`src/rtl/srdl2sv_b2r.sv`:
```
// srdl2sv_b2r_decoder
//   Address decoder / response mux between a bus-protocol widget (b2r/r2b)
//   and N_REGIONS register blocks. The widget sees one response per access:
//   from the selected region, an unmapped error, or (optional) a timeout error.
//   Saturating error statistics are kept for software and debug.
//
//   Optional feature macro: SRDL2SV_B2R_TIMEOUT_EN
//     defined   : stalled accesses are aborted after TIMEOUT_CYCLES, counted
//                 in timeout_cnt, and followed by one ST_ABORT gap cycle.
//     undefined : ST_WAIT waits for rdy or a vld drop forever; timeout_cnt=0.
//
//   Ports
//     HCLK, HRESET   clock, synchronous active-high reset
//     b2r / r2b      request from / response to the bus widget
//     b2r_o / r2b_i  per-region request / response
//     status_clr     clears unmapped_cnt, timeout_cnt, last_err_addr
//     unmapped_cnt   saturating count of unmapped accesses
//     timeout_cnt    saturating count of timed-out accesses
//     last_err_addr  b2r.addr of the most recent errored access

package srdl2sv_b2r_pkg;
    localparam int B2R_BUS_BITS = 32;

    typedef struct packed {
        logic                        w_vld;
        logic                        r_vld;
        logic [31:0]                 addr;
        logic [B2R_BUS_BITS-1:0]     data;
        logic [B2R_BUS_BITS/8-1:0]   byte_en;
    } b2r_t;

    typedef struct packed {
        logic [B2R_BUS_BITS-1:0]     data;
        logic                        rdy;
        logic                        err;
    } r2b_t;

    // Region k at k<<12; callers truncate to the regions they use.
    function automatic logic [15:0][31:0] region_base_dflt();
        logic [15:0][31:0] r;
        for (int k = 0; k < 16; k++) r[k] = 32'(k) << 12;
        return r;
    endfunction
endpackage

module srdl2sv_b2r_decoder
    import srdl2sv_b2r_pkg::*;
#(
    parameter int                          BUS_BITS       = 32,
    parameter int                          N_REGIONS      = 4,
    parameter logic [N_REGIONS-1:0][31:0]  REGION_BASE    = (N_REGIONS*32)'(region_base_dflt()),
    parameter logic [N_REGIONS-1:0][31:0]  REGION_MASK    = {N_REGIONS{32'hFFFF_F000}},
    parameter int                          TIMEOUT_CYCLES = 255
) (
    input  logic        HCLK,
    input  logic        HRESET,
    input  b2r_t        b2r,
    output r2b_t        r2b,
    output b2r_t        b2r_o [N_REGIONS],
    input  r2b_t        r2b_i [N_REGIONS],
    input  logic        status_clr,
    output logic [15:0] unmapped_cnt,
    output logic [15:0] timeout_cnt,
    output logic [31:0] last_err_addr
);

    localparam int SW = (N_REGIONS > 1) ? $clog2(N_REGIONS) : 1;

    typedef enum logic [1:0] {ST_IDLE, ST_WAIT, ST_ABORT} state_t;

    state_t          state_q, state_d;
    logic [SW-1:0]   sel_q, sel_d, hit_idx, fwd_idx;
    logic            hit_any, vld, fwd_en;
    logic            unm_ev, tmo_ev, err_ev;
    r2b_t            rsp;
    logic [BUS_BITS-1:0] rdata;

`ifdef SRDL2SV_B2R_TIMEOUT_EN
    localparam int CW = $clog2(TIMEOUT_CYCLES + 1);
    logic [CW-1:0]   cyc_q, cyc_d;
`endif

    assign vld = b2r.w_vld | b2r.r_vld;

    // Walk downwards so the lowest matching region wins on overlap.
    always_comb begin
        hit_any = 1'b0;
        hit_idx = '0;
        for (int k = N_REGIONS - 1; k >= 0; k--) begin
            if ((b2r.addr & REGION_MASK[k]) == REGION_BASE[k]) begin
                hit_any = 1'b1;
                hit_idx = SW'(k);
            end
        end
    end

    always_comb begin
        state_d = state_q;
        sel_d   = sel_q;
        fwd_en  = 1'b0;
        fwd_idx = sel_q;
        rsp     = '0;
        unm_ev  = 1'b0;
        tmo_ev  = 1'b0;
        err_ev  = 1'b0;
`ifdef SRDL2SV_B2R_TIMEOUT_EN
        cyc_d   = cyc_q;
`endif
        case (state_q)
            ST_IDLE: begin
                if (vld) begin
                    if (!hit_any) begin
                        rsp.rdy = 1'b1;
                        rsp.err = 1'b1;
                        unm_ev  = 1'b1;
                    end else begin
                        fwd_en  = 1'b1;
                        fwd_idx = hit_idx;
                        rsp     = r2b_i[hit_idx];
                        if (r2b_i[hit_idx].rdy) begin
                            err_ev = r2b_i[hit_idx].err;
                        end else begin
                            state_d = ST_WAIT;
                            sel_d   = hit_idx;
`ifdef SRDL2SV_B2R_TIMEOUT_EN
                            cyc_d   = CW'(1);
`endif
                        end
                    end
                end
            end
            ST_WAIT: begin
                // Decode is frozen on sel_q; a vld drop abandons silently.
                if (!vld) begin
                    state_d = ST_IDLE;
`ifdef SRDL2SV_B2R_TIMEOUT_EN
                    cyc_d   = '0;
`endif
                end
`ifdef SRDL2SV_B2R_TIMEOUT_EN
                // A region rdy in the timeout cycle still completes normally.
                else if (cyc_q == CW'(TIMEOUT_CYCLES) && !r2b_i[sel_q].rdy) begin
                    rsp.rdy = 1'b1;
                    rsp.err = 1'b1;
                    tmo_ev  = 1'b1;
                    state_d = ST_ABORT;
                    cyc_d   = '0;
                end
`endif
                else begin
                    fwd_en = 1'b1;
                    rsp    = r2b_i[sel_q];
                    if (r2b_i[sel_q].rdy) begin
                        state_d = ST_IDLE;
                        err_ev  = r2b_i[sel_q].err;
`ifdef SRDL2SV_B2R_TIMEOUT_EN
                        cyc_d   = '0;
`endif
                    end
`ifdef SRDL2SV_B2R_TIMEOUT_EN
                    else begin
                        cyc_d = cyc_q + CW'(1);
                    end
`endif
                end
            end
            // One dead cycle so the aborted region sees vld low.
            ST_ABORT: state_d = ST_IDLE;
            default:  state_d = ST_IDLE;
        endcase

        if (HRESET) begin
            fwd_en = 1'b0;
            rsp    = '0;
        end
        if (rsp.err || !rsp.rdy) rsp.data = '0;
    end

    for (genvar k = 0; k < N_REGIONS; k++) begin : g_reg
        always_comb begin
            b2r_o[k]       = b2r;
            b2r_o[k].w_vld = b2r.w_vld & fwd_en & (fwd_idx == SW'(k));
            b2r_o[k].r_vld = b2r.r_vld & fwd_en & (fwd_idx == SW'(k));
        end
    end

    assign rdata = rsp.data;
    assign r2b   = '{data: rdata, rdy: rsp.rdy, err: rsp.err};

    always_ff @(posedge HCLK) begin
        if (HRESET) begin
            state_q       <= ST_IDLE;
            sel_q         <= '0;
            unmapped_cnt  <= '0;
            last_err_addr <= '0;
        end else begin
            state_q <= state_d;
            sel_q   <= sel_d;
            // Clear takes effect first, so a coincident event counts as 1.
            if (status_clr)
                unmapped_cnt <= {15'd0, unm_ev};
            else if (unm_ev && unmapped_cnt != 16'hFFFF)
                unmapped_cnt <= unmapped_cnt + 16'd1;
            if (unm_ev || tmo_ev || err_ev)
                last_err_addr <= b2r.addr;
            else if (status_clr)
                last_err_addr <= '0;
        end
    end

`ifdef SRDL2SV_B2R_TIMEOUT_EN
    always_ff @(posedge HCLK) begin
        if (HRESET) begin
            cyc_q       <= '0;
            timeout_cnt <= '0;
        end else begin
            cyc_q <= cyc_d;
            if (status_clr)
                timeout_cnt <= {15'd0, tmo_ev};
            else if (tmo_ev && timeout_cnt != 16'hFFFF)
                timeout_cnt <= timeout_cnt + 16'd1;
        end
    end
`else
    assign timeout_cnt = '0;
`endif

endmodule

```
`config.mk`:
```
export PLATFORM = sky130hd
export DESIGN_NAME = srdl2sv_b2r_decoder
export DESIGN_NICKNAME = d
export VERILOG_FILES = /design/src/rtl/srdl2sv_b2r.sv
export SDC_FILE = /design/constraint.sdc
export NUM_CORES = 1
export LEC_CHECK = 0
export BUFFER_PORTS_ARGS = -buffer_cell sky130_fd_sc_hd__clkbuf_2
export CORE_AREA = 2 2 231 233
export DETAILED_ROUTE_END_ITERATION = 7
export DIE_AREA = 0 0 233 235
export HOLD_SLACK_MARGIN = 0.06
export PLACE_DENSITY = 0.39
export SYNTH_ARGS = -nofsm -noshare
export SYNTH_HDL_FRONTEND = slang
export SYNTH_SLANG_ARGS = --single-unit
```
`constraint.sdc`:
```
create_clock -name HCLK -period 2.5 [get_ports HCLK]
set_input_delay 0.125 -clock HCLK [delete_from_list [all_inputs] [get_ports HCLK]]
set_output_delay 0.125 -clock HCLK [all_outputs]
set_load 0.01 [all_outputs]
```
Word level (Yosys, flattened, before mapping)
Cells that the tools add are included.
{"block": "totals", "reg_bits": 52, "input_bits": 209, "wordCells": 94}
{"block": "op_classes", "add_sub_neg": 1, "n_lt_le_gt_ge": 2, "eq_ne": 12, "n_mux": 48, "n_bitwise": 14, "reduce_logical": 12}
{"op": "2-to-1 mux 34 bit", "count": 7}
{"op": "binary-select mux 34 bit (select 2 bit)", "count": 2}
{"op": "2-to-1 mux 32 bit", "count": 4}
{"op": "one-hot mux 34 bit (2 select lines)", "count": 1}
{"op": "== test 20 x 2 -> 1 bit, second input constant", "count": 2}
{"op": "logical NOT 32 bit", "count": 1}
{"op": "2-to-1 mux 2 bit", "count": 13}
{"op": "== test 20 x 1 -> 1 bit, second input constant", "count": 1}
{"op": "2-to-1 mux 1 bit", "count": 18}
{"op": "adder 16 x 1 -> 16 bit, second input constant", "count": 1}
{"op": "inequality test 16 bit, second input constant", "count": 1}
{"op": "AND 1 bit", "count": 10}
{"op": "AND reduction 4 bit", "count": 2}
{"op": ">= comparator 3 bit, second input constant", "count": 2}
{"op": "inequality test 2 bit, second input constant", "count": 3}
{"op": "inverter 2 -> 3 bit", "count": 2}
{"op": "== test 2 x 1 -> 1 bit, second input constant", "count": 2}
{"op": "== test 2 bit, second input constant", "count": 2}
{"op": "logical NOT 2 bit", "count": 2}
{"op": "one-hot mux 1 bit (2 select lines)", "count": 2}
{"op": "one-hot mux 2 bit (2 select lines)", "count": 1}
{"op": "nonzero test 2 bit", "count": 2}
{"op": "inequality test 3 bit, second input constant", "count": 1}
{"op": "logical OR 1 bit", "count": 2}
{"op": "other kinds (5)", "count": 5}

Logic depth before layout (Yosys ltp)
Gate-level depths: netlist (run 1).
{"block": "depth", "depth_word": 16, "depth_mapped": 8}

Worst setup path after synthesis (run 1)
OpenSTA, ideal clock, no wires.
{"block": "synth_timing", "kind": "input-to-output", "start": "input port b2r[59] in the netlist's numbering", "end": "output port r2b[15] in the netlist's numbering", "arrival_ns": 1.895, "t_required_ns": 2.375, "path_slack_ns": 0.480, "cell_stages": 8, "n_path_buf": 2, "cell_sequence": "nor4_1 -> nand3_2 -> or2_1 -> buf_6 -> nor3_4 -> buf_4 -> nand2_1 -> a311oi_1"}
{"item": "start, declared", "line_no": "57", "rtl": "input b2r_t b2r,"}
{"item": "end, declared", "line_no": "58", "rtl": "output r2b_t r2b,"}

==> summary.txt, run 1 <==
Status
  – Status: complete, no violations

Clocking
  – Post-CTS repair timing setup buffer count: 0
  – Root Driver: clkbuf_16
  – Clock latency at the later pin of the worst-skew pair: 0.32 ns
  – Clock tree buffer depth: 2
  – CTS tree: yes
  – Clk pin slew, worst setup/hold paths: 0.09 ns
  – Inserted Clock Buffers: 5
  – Clock sinks: 51
  – H-tree levels: 2

Layout
  – Fillcell total: 5921
  – Final core occ: 15.3%
  – Final net count: 1123
  – Cell area after layout: 7980 um2
  – Commonest cells after routing, fill and taps aside: clkbuf_2 (389), nand2_1 (60), buf_4 (50), dfxtp_1 (49)
  – Layout cells sized above 1: 60.7%
  – Area Growth Syn to Fin: 21.3%
  – Most common cell after layout, fill and taps aside: clkbuf_2

Drt
  – Remaining DRCs: 0
  – Routed via count: 6001
  – Final WL: 27400 um
  – WL/cell: 17.1 um
  – First DRT Iteration DRCs: 189
  – Antenna Violating Nets Remaining: 0
  – Vias per cell: 3.74
  – Pre-Repair DR Iteration Count: 4

Pwr
  – Net Sw Power: 848 uW
  – Sw Share: 34.8%
  – Maximum VDD drop: 0.248 mV
  – Sequential fraction of design power: 36.1%
  – Leak pwr: 3.31 nW
  – Clk pwr share: 32.2%
  – Combinational share of power: 31.8%
  – PwrDens: 305 nW/um2
  – Pint: 1.59 mW

Logic synthesis
  – Top post-synthesis cells by area: buf_4 (33%), dfxtp_1 (16%), mux4_2 (12%)
  – Cell count after synthesis: 768
  – Asr flop ratio synth: 0%
  – Number of flops mapped to enable cells by yosys: 0
  – Synth Flop Type: dfxtp_1
  – Yosys warnings: 0
  – Mapped Avg Cell Area: 8.56 um2
  – #FFs+latches synth: 51
  – Post-synth top area cell: buf_4
  – Netlist Area Pre-Place: 6570 um2
  – Count of cell types in the netlist: 48
  – Top-area cell type share of the netlist area: 33.0%
  – Register area share after synthesis: 15.5%

Worst setup path
  – Critical Path RT: 2.38 ns
  – Worst EP arrival: 2.27 ns
  – Critical path startpoint category: register
  – Crit Path Class: register to primary output
  – CP Max Fanout: 32
  – CP Capture Type: primary output

Placed design
  – Post-place setup slack: -0.161 ns
  – IO Port Bufs: 390
  – GPL Wtd Cong: 0.767
  – Area post-placement: 7730 um2
  – DP Wirelength: 22100 um

Job
  – Max_cap viols: 0

Floorplanning
  – Die area: 54800 um2
  – Initial Util: 12.6%
  – Rows: 84
  – # IOs: 587
  – Die W: 233 um
  – Core area: 52200 um2
  – Die height: 235 um

STA
  – Worst hold slack: 0.0777 ns
  – TNS Setup: 0 ns
  – Worst Clk Skew: 0.0140 ns
  – Min Tclk post-route: 2.40 ns
  – Unrepaired setup endpoints after global routing: yes
  – Final worst slack: 0.100 ns
  – Fmax: 0.417 GHz
  – Slew @ Worst Pin: 0.653 ns
  – Endpoints failing setup: 0
  – Pins Over Slew Limit: 0
  – Fin crit share: 96.0%
  – Slew HR: 56.1%
  – Final Hold Fails: 0

Global route
  – Gr usage total: 9.36%
  – Largest net degree at the start of global routing: 38
  – First-pass GRT wire length: 38400 um
  – Grt ovf: 0
  – Number of global-route vias before repair: 5866
  – Initial antenna violation count: 1

Worst hold path
  – Worst min path class: input pin to register
## layer usage
metal / GRT usage, % / share of wire [%] / up-vias
met1: 9.78 / 36 / 2840
met5: 0 / 0 / -
li1: - / - / 2761
met3: 2.09 / 7.1 / 58
met4: 3.44 / 2.8 / 0
met2: 18.0 / 54 / 342
## what timing repair did
item / 4_1_cts / 5_1_grt
endpoints found under the setup margin: 36 / 36
hold endpoints to repair: 1 / 0
hold buffers: 1 / 0
gates resized for setup: 4 / 13
## cell families after synthesis
group                      after synthesis  synth area share [%]
muxes                                   75                  18.5
xor gates and xnor gates                11                  1.47
adders and majority gates                1                 0.190
and+or+nand+nor                        147                  11.0
other                                    1                0.0571
buffers and inverters                  340                  36.7
AOI/OAI and AO/OA                      142                  16.5
DFF                                     51                  15.5
## critical path: stages (launching register included)
cell      delay, ns
dfxtp_4        0.38
mux4_2         0.53
o21ai_1        0.16
a21oi_1        0.07
nand2b_1       0.19
buf_12         0.19
a311oi_1       0.24
clkbuf_2       0.18
## synthesized netlist by cell type (all sizes together) (3+ instances only)
cell type	n
a21oi	28
a22o	32
a311oi	17
a31oi	14
and4	3
buf	311
clkbuf	21
dfxtp	51
inv	7
mux2	34
mux2i	7
mux4	34
nand2	60
nand2b	3
nand3	9
nand4	3
nor2	31
nor2b	6
nor3	11
nor4	9
o211ai	3
o21a	4
o21ai	6
o221ai	31
or2	3
or3	4
xnor2	11
## path summary, 6_finish.rpt
| check | startpoint | to | slack [ns] | cells past startpoint |
|---|---|---|---|---|
| worst min-delay path | b2r[43] | last_err_addr[7] | 0.08 | 2 |
| worst max-delay path | sel_q[0] | r2b[9] | 0.10 | 7 |
| worst max register to register | sel_q[0] | last_err_addr[31] | 0.29 | 7 |
| worst min register to register | last_err_addr[6] | last_err_addr[6] | 0.48 | 1 |
## cell type report
type / instances / area (um2) / share of cell area [%]
diodes: 1 / 2.50 / 0.0314
multi-input cells: 392 / 3290 / 41.3
clock inverters: 3 / 27.5 / 0.345
well taps: 688 / 861 / 10.8
repair buffers: 455 / 2610 / 32.7
inverters: 8 / 30.0 / 0.377
flip-flops and latches: 51 / 1030 / 12.9
clock buffers: 5 / 125 / 1.57
## power by group through the flow
stage               clock [mW]  combinational [mW]  sequential, mW
floorplan                    0               0.680           0.913
detailed placement           0               0.780           0.899
finish                   0.783               0.773           0.879
global route             0.865               0.834           0.886
global placement             0               0.774           0.900
CTS                      0.849               0.785           0.881
## per-stage QoR
step,power (mW),std cells
6_report,2.44,1603
5_1_grt,2.58,1603
4_1_cts,2.51,1602
3_5_place_dp,1.68,1593
3_3_place_gp,1.67,1593
2_1_floorplan,1.59,783
## sequential cells by signal, summed over array words and instances, names as in the netlist
| name | cells |
|---|---|
| state_q | 1 |
| sel_q | 2 |
| last_err_addr | 32 |
| unmapped_cnt | 16 |
Note: power is estimated with default switching activity, not from simulation.
==> run 2, diff against run 1 <==
Settings changed: ABC_AREA set to 1, CORE_AREA 2 2 231 233 to 2 2 230 232, DIE_AREA 0 0 233 235 to 0 0 232 234, PLACE_DENSITY 0.39 to 0.4, SKIP_LAST_GASP set to 1.
==> run 2 against run 1 <==
Effect of this change: sequential cell count is the same; highest routed layer is now met5; critical endpoint is now b2r_o[68]; maximum frequency grew 4.0%; count of clock-buffer cells in the layout is the same; non-clock buffer count shrank 9; final area grew 4.4%; register-to-register slack gained 0.17 ns.
==> summary.txt, run 2 <==
Status
  – Status: complete, no violations

Drt
  – First DRT Iteration DRCs: 375
  – Remaining DRCs: 0
  – Vias per cell: 4.01
  – Antenna Violating Nets Remaining: 0
  – Pre-Repair DR Iteration Count: 5
  – Final WL: 32300 um
  – WL/cell: 16.2 um
  – Routed via count: 7995

Worst setup path
  – Crit Path Class: input pin to primary output
  – Critical Path RT: 2.38 ns
  – CP cell instances: clkbuf_2, nor2_1, and2_2, buf_12, nand3_4, clkinv_1, nand2_1, nor2_2, buf_4, o22ai_1, nand2_1, nor2_1, clkbuf_2
  – Crit path largest cell delay: 0.54 ns
  – Crit path buffers/inverters: 5
  – CP Max Fanout: 19
  – Critical path startpoint category: input pin
  – Worst EP arrival: 2.18 ns
  – CP Capture Type: primary output
  – CP max stage cell: o22ai_1
  – CP top delay family: simple AND/OR/NAND/NOR gates

Layout
  – Cell area after layout: 8320 um2
  – Commonest cells after routing, fill and taps aside: clkbuf_2 (390), nand2_1 (182), nor2_1 (121), o21ai_0 (105), a21oi_1 (103)
  – Final core occ: 16.0%
  – Largest regs: last_err_addr: 32 flops, unmapped_cnt: 16 flops, sel_q: 2 flops
  – Fillcell total: 6130
  – Ant diodes: 0
  – Final net count: 1513
  – Max reg flops: 32
  – Area Growth Syn to Fin: 15.1%
  – Most common cell after layout, fill and taps aside: clkbuf_2
  – Layout cells sized above 1: 36.7%
  – Top reg by flops: last_err_addr

Clocking
  – Clock tree buffer depth: 2
  – Clk pin slew, worst setup/hold paths: 0.08 ns
  – Hold_buf cts: 0
  – Clock sinks: 51
  – Inserted Clock Buffers: 5
  – Clock latency at the later pin of the worst-skew pair: 0.30 ns
  – CTS tree: yes
  – Root Driver: clkbuf_16
  – Post-CTS repair timing setup buffer count: 0
  – H-tree levels: 2

Logic synthesis
  – Post-synth top area cell: buf_4
  – Most instantiated cells after synthesis: buf_4 (293), nand2_1 (182), nor2_1 (124), o21ai_0 (105), a21oi_1 (103)
  – Asr flop ratio synth: 0%
  – Synth Flop Type: dfxtp_1
  – Top-area cell type share of the netlist area: 30.4%
  – #FFs+latches synth: 51
  – Most frequent cell after synthesis: buf_4
  – Yosys warnings: 0
  – Mapped Avg Cell Area: 6.05 um2
  – Cell count after synthesis: 1196
  – Top post-synthesis cells by area: buf_4 (30%), dfxtp_1 (14%), nand2_1 (9.4%)
  – Number of flops mapped to enable cells by yosys: 0
  – Netlist Area Pre-Place: 7230 um2
  – Count of cell types in the netlist: 34
  – Register area share after synthesis: 14.1%

Pwr
  – Combinational share of power: 31.7%
  – Sequential fraction of design power: 36.4%
  – Leak pwr: 3.88 nW
  – PwrDens: 286 nW/um2
  – Maximum VDD drop: 0.242 mV
  – Net Sw Power: 849 uW
  – Pint: 1.53 mW
  – Sw Share: 35.7%
  – Clk pwr share: 31.9%

Global route
  – Initial antenna violation count: 1
  – First-pass GRT wire length: 46100 um
  – Gr usage total: 11.1%
  – Largest net degree at the start of global routing: 66
  – Grt ovf: 0
  – Number of global-route vias before repair: 7318

Worst hold path
  – Worst min path class: input pin to register

STA
  – Slew @ Worst Pin: 1.14 ns
  – Slew HR: 23.4%
  – Final Hold Fails: 0
  – Unrepaired setup endpoints after global routing: no
  – Worst Clk Skew: 0.00725 ns
  – Min Tclk post-route: 2.31 ns
  – Pins Over Slew Limit: 0
  – TNS Setup: 0 ns
  – Endpoints failing setup: 0
  – Fmax: 0.433 GHz
  – Fin crit share: 92.3%

Floorplanning
  – Initial Util: 13.9%
  – Die W: 232 um
  – Die height: 234 um
  – # IOs: 587
  – Rows: 84
  – Core area: 52000 um2
  – Die area: 54300 um2

Placed design
  – GPL Wtd Cong: 0.808
  – Area post-placement: 8160 um2
  – IO Port Bufs: 390
  – DP Wirelength: 25600 um

Job
  – Max_cap viols: 0
## run 2: path summary, 6_finish.rpt
kind	startpoint	to	slack [ns]	cells after the start
max	b2r[54]	b2r_o[68]	0.19	13
min	b2r[39]	last_err_addr[3]	0.10	3
max reg2reg	state_q[0]	last_err_addr[23]	0.46	8
min reg2reg	last_err_addr[0]	last_err_addr[0]	0.48	2
## run 2: routing by layer
layer / vias up / global-route usage [%] / part of all wire, %
met4: 2 / 3.23 / 2.2
met2: 351 / 17.8 / 46
met1: 3694 / 14.9 / 45
met3: 60 / 2.40 / 6.6
li1: 3888 / - / -
met5: - / 0 / 0.040
## run 2: kinds of logic (layout without fill, tap and decap cells)
kind of cell / Yosys count / count (layout) / share of synthesized area (%)
XOR/XNOR: 1 / 1 / 0.121
AO/OA/AOI/OAI: 273 / 273 / 20.3
buffers and inverters: 434 / 527 / 38.4
flip-flops: 51 / 51 / 14.1
other: 1 / 16 / 0.0518
adder cells (fa/ha/maj): 1 / 1 / 0.173
multiplexers: 1 / 1 / 0.138
AND/OR/NAND/NOR: 434 / 434 / 26.6
## run 2: worst reg2reg max path: stages (launching register included)
cell	delay, ns
dfxtp_2	0.37
clkinv_1	0.09
buf_4	0.36
nor2_2	0.13
nor3_1	0.28
nand2_4	0.13
nand2_4	0.32
nand2_1	0.15
a21oi_1	0.15
## run 2: what timing repair did
action / in CTS / in global routing
cloned: 0 / 0
hold endpoints to repair: 0 / 0
resized for setup: 1 / 3
endpoints found under the setup margin: 9 / 38
## run 2: per-stage QoR
stage / worst slack, ns / power, mW / instances / hold slack, ns
2_1_floorplan: 0.825 / 1.59 / 1211 / 0.272
3_3_place_gp: 0.107 / 1.65 / 1984 / 0.250
3_5_place_dp: 0.114 / 1.65 / 1984 / 0.250
4_1_cts: 0.0460 / 2.45 / 1992 / 0.0910
5_1_grt: 0.0179 / 2.54 / 1992 / 0.100
6_report: 0.193 / 2.38 / 1992 / 0.104
## run 2: area by class of cell
class | count | area, um2 | area share (%)
tap | 688 | 861 | 10.3
timing repair buffer | 446 | 2510 | 30.2
inverter | 73 | 274 | 3.29
clock inverter | 3 | 27.5 | 0.331
clock buffer | 5 | 125 | 1.50
sequential | 51 | 1020 | 12.3
multi-input combinational | 726 | 3500 | 42.1
## run 2: power groups by stage
stage	sequential (mW)	combinational, mW	clock (mW)
2_1_floorplan	0.899	0.688	0
3_3_place_gp	0.885	0.763	0
3_5_place_dp	0.886	0.763	0
4_1_cts	0.867	0.766	0.817
5_1_grt	0.871	0.829	0.836
6_report	0.867	0.755	0.759
==> run 3, diff against run 2 <==
Settings changed: CTS_BUF_LIST set to sky130_fd_sc_hd__clkbuf_8.
==> run 3 against run 2 <==
Effect of this change: clock power fell by 26%; first-iteration DRC count fell by 8.0%; register-to-register slack barely moved; die area did not move; sequential share of layout area barely moved; non-clock buffer count rose by 2; worst setup slack got worse by 0.017 ns; wire length fell by 0.21%; utilization fell by 0.055 points; worst hold slack got worse by 0.0095 ns.
==> summary.txt, run 3 (synthesis gave the netlist of run 2 again) <==
Status
  – Status: complete, no violations

Worst setup path
  – Crit Path Class: register to primary output
  – Critical R2R Launch: sel_q[1]
  – CP Max Fanout: 33
  – Worst EP arrival: 2.20 ns
  – Crit Reg-Reg Endpoint: last_err_addr[23]
  – Critical Path RT: 2.38 ns
  – Critical path startpoint category: register
  – Reg2reg path depth: 8
  – Worst reg-to-reg setup slack: 0.45 ns
  – CP Capture Type: primary output

Pwr
  – Sequential fraction of design power: 39.7%
  – Pint: 1.36 mW
  – Leak pwr: 3.87 nW
  – Net Sw Power: 824 uW
  – Maximum VDD drop: 0.201 mV
  – Clk pwr share: 25.6%
  – Tot Pwr: 2.18 mW
  – Sw Share: 37.8%
  – Combinational share of power: 34.7%
  – PwrDens: 263 nW/um2

Placed design
  – GPL Wtd Cong: 0.808
  – Area post-placement: 8160 um2
  – DP Wirelength: 25600 um
  – Placed insts: 1984
  – Post-place setup slack: 0.114 ns
  – IO Port Bufs: 390

STA
  – Slew HR: 24.3%
  – Slew @ Worst Pin: 1.13 ns
  – Fmax: 0.430 GHz
  – Final worst slack: 0.176 ns
  – TNS Setup: 0 ns
  – Worst hold slack: 0.0945 ns
  – Unrepaired setup endpoints after global routing: yes
  – Fin crit share: 92.9%
  – Final Hold Fails: 0
  – Endpoints failing setup: 0
  – Worst Clk Skew: 0.00970 ns
  – Min Tclk post-route: 2.32 ns
  – Pins Over Slew Limit: 0

Clocking
  – Root Driver: clkbuf_8
  – Clock latency at the later pin of the worst-skew pair: 0.33 ns
  – Inserted Clock Buffers: 5
  – Clock sinks: 51
  – Clock tree buffer depth: 2
  – Clk pin slew, worst setup/hold paths: 0.11 ns
  – H-tree levels: 2
  – CTS tree: yes
  – Post-CTS repair timing setup buffer count: 0

Layout
  – Largest regs: last_err_addr: 32 flops, unmapped_cnt: 16 flops, sel_q: 2 flops
  – Fillcell total: 6137
  – Most common cell after layout, fill and taps aside: clkbuf_2
  – Final core occ: 15.9%
  – Commonest cells after routing, fill and taps aside: clkbuf_2 (390), nand2_1 (182), nor2_1 (122), o21ai_0 (105), a21oi_1 (102)
  – Max reg flops: 32
  – Sequential cell area: 1020 um2
  – Area Growth Syn to Fin: 14.7%
  – Layout cells sized above 1: 36.6%
  – Top reg by flops: last_err_addr
  – Final net count: 1515
  – Post-Layout Cell Count: 1995
  – Multi-input gate area: 3500 um2
  – Cell area after layout: 8300 um2

Drt
  – Final WL: 32200 um
  – Vias per cell: 4.00
  – Routed via count: 7976
  – Remaining DRCs: 0
  – First DRT Iteration DRCs: 345
  – Antenna Violating Nets Remaining: 0
  – Pre-Repair DR Iteration Count: 6
  – WL/cell: 16.2 um

Floorplanning
  – Initial Util: 13.9%
  – Rows: 84
  – Die height: 234 um
  – Die area: 54300 um2
  – Die W: 232 um
  – Core area: 52000 um2
  – # IOs: 587

Global route
  – First-pass GRT wire length: 46000 um
  – Grt ovf: 0
  – Initial antenna violation count: 1
  – Number of global-route vias before repair: 7326
  – Largest net degree at the start of global routing: 66
  – Gr usage total: 11.1%

Worst hold path
  – Worst min path class: input pin to register
  – Worst Min Path Start: b2r[44]
  – Hold EP: last_err_addr[8]
  – Hold path depth: 3

Job
  – Max_cap viols: 0
## run 3: cell count changes in the layout (fill, tap and decap cells not counted)
cell,change
a21oi_2,+1
nor2_1,+1
nor2_2,-1
buf_6,+1
clkbuf_16,-5
dlygate4sd3_1,+2
a21oi_1,-1
buf_4,-1
clkbuf_8,+5
diode_2,+1
## run 3: layer usage
layer / vias up / share of wire (%) / GRT usage [%]
met1: 3668 / 45 / 14.9
met2: 352 / 46 / 17.8
met4: 2 / 2.3 / 3.23
met3: 64 / 6.6 / 2.40
met5: - / 0.040 / 0
li1: 3890 / - / -
## run 3: cell type report
cell class	count	area share, %
Multi-Input combinational cell	726	42.2
Inverter	73	3.30
Timing Repair Buffer	448	30.5
Tap cell	688	10.4
Sequential cell	51	12.4
Clock buffer	5	0.830
Antenna cell	1	0.0302
Clock inverter	3	0.332
## run 3: how the worst max path moves through the flow
stage,cells after the start,from,endpoint
finish,6,sel_q[0],b2r_o[68]
global route,6,sel_q[0],b2r_o[68]
CTS,10,state_q[0],r2b[8]
detailed placement,13,b2r[53],r2b[19]
global placement,15,b2r[53],r2b[21]
floorplan,12,b2r[62],r2b[14]
## run 3: critical path, cell delays in order (launching register included)
cell,delay (ns)
dfxtp_2,0.46
inv_2,0.09
buf_4,0.27
o22ai_1,0.62
nand2_1,0.15
nor2_1,0.13
clkbuf_2,0.15
## run 3: timing repair
item	4_1_cts	5_1_grt
hold buffers	2	0
hold endpoints to repair	2	0
endpoints found under the setup margin	17	40
resized for setup	1	4
## run 3: power groups by stage
stage / clock network, mW / registers [mW] / logic [mW]
CTS: 0.620 / 0.868 / 0.769
global route: 0.638 / 0.872 / 0.831
floorplan: 0 / 0.899 / 0.688
detailed placement: 0 / 0.886 / 0.763
finish: 0.558 / 0.867 / 0.757
global placement: 0 / 0.885 / 0.763
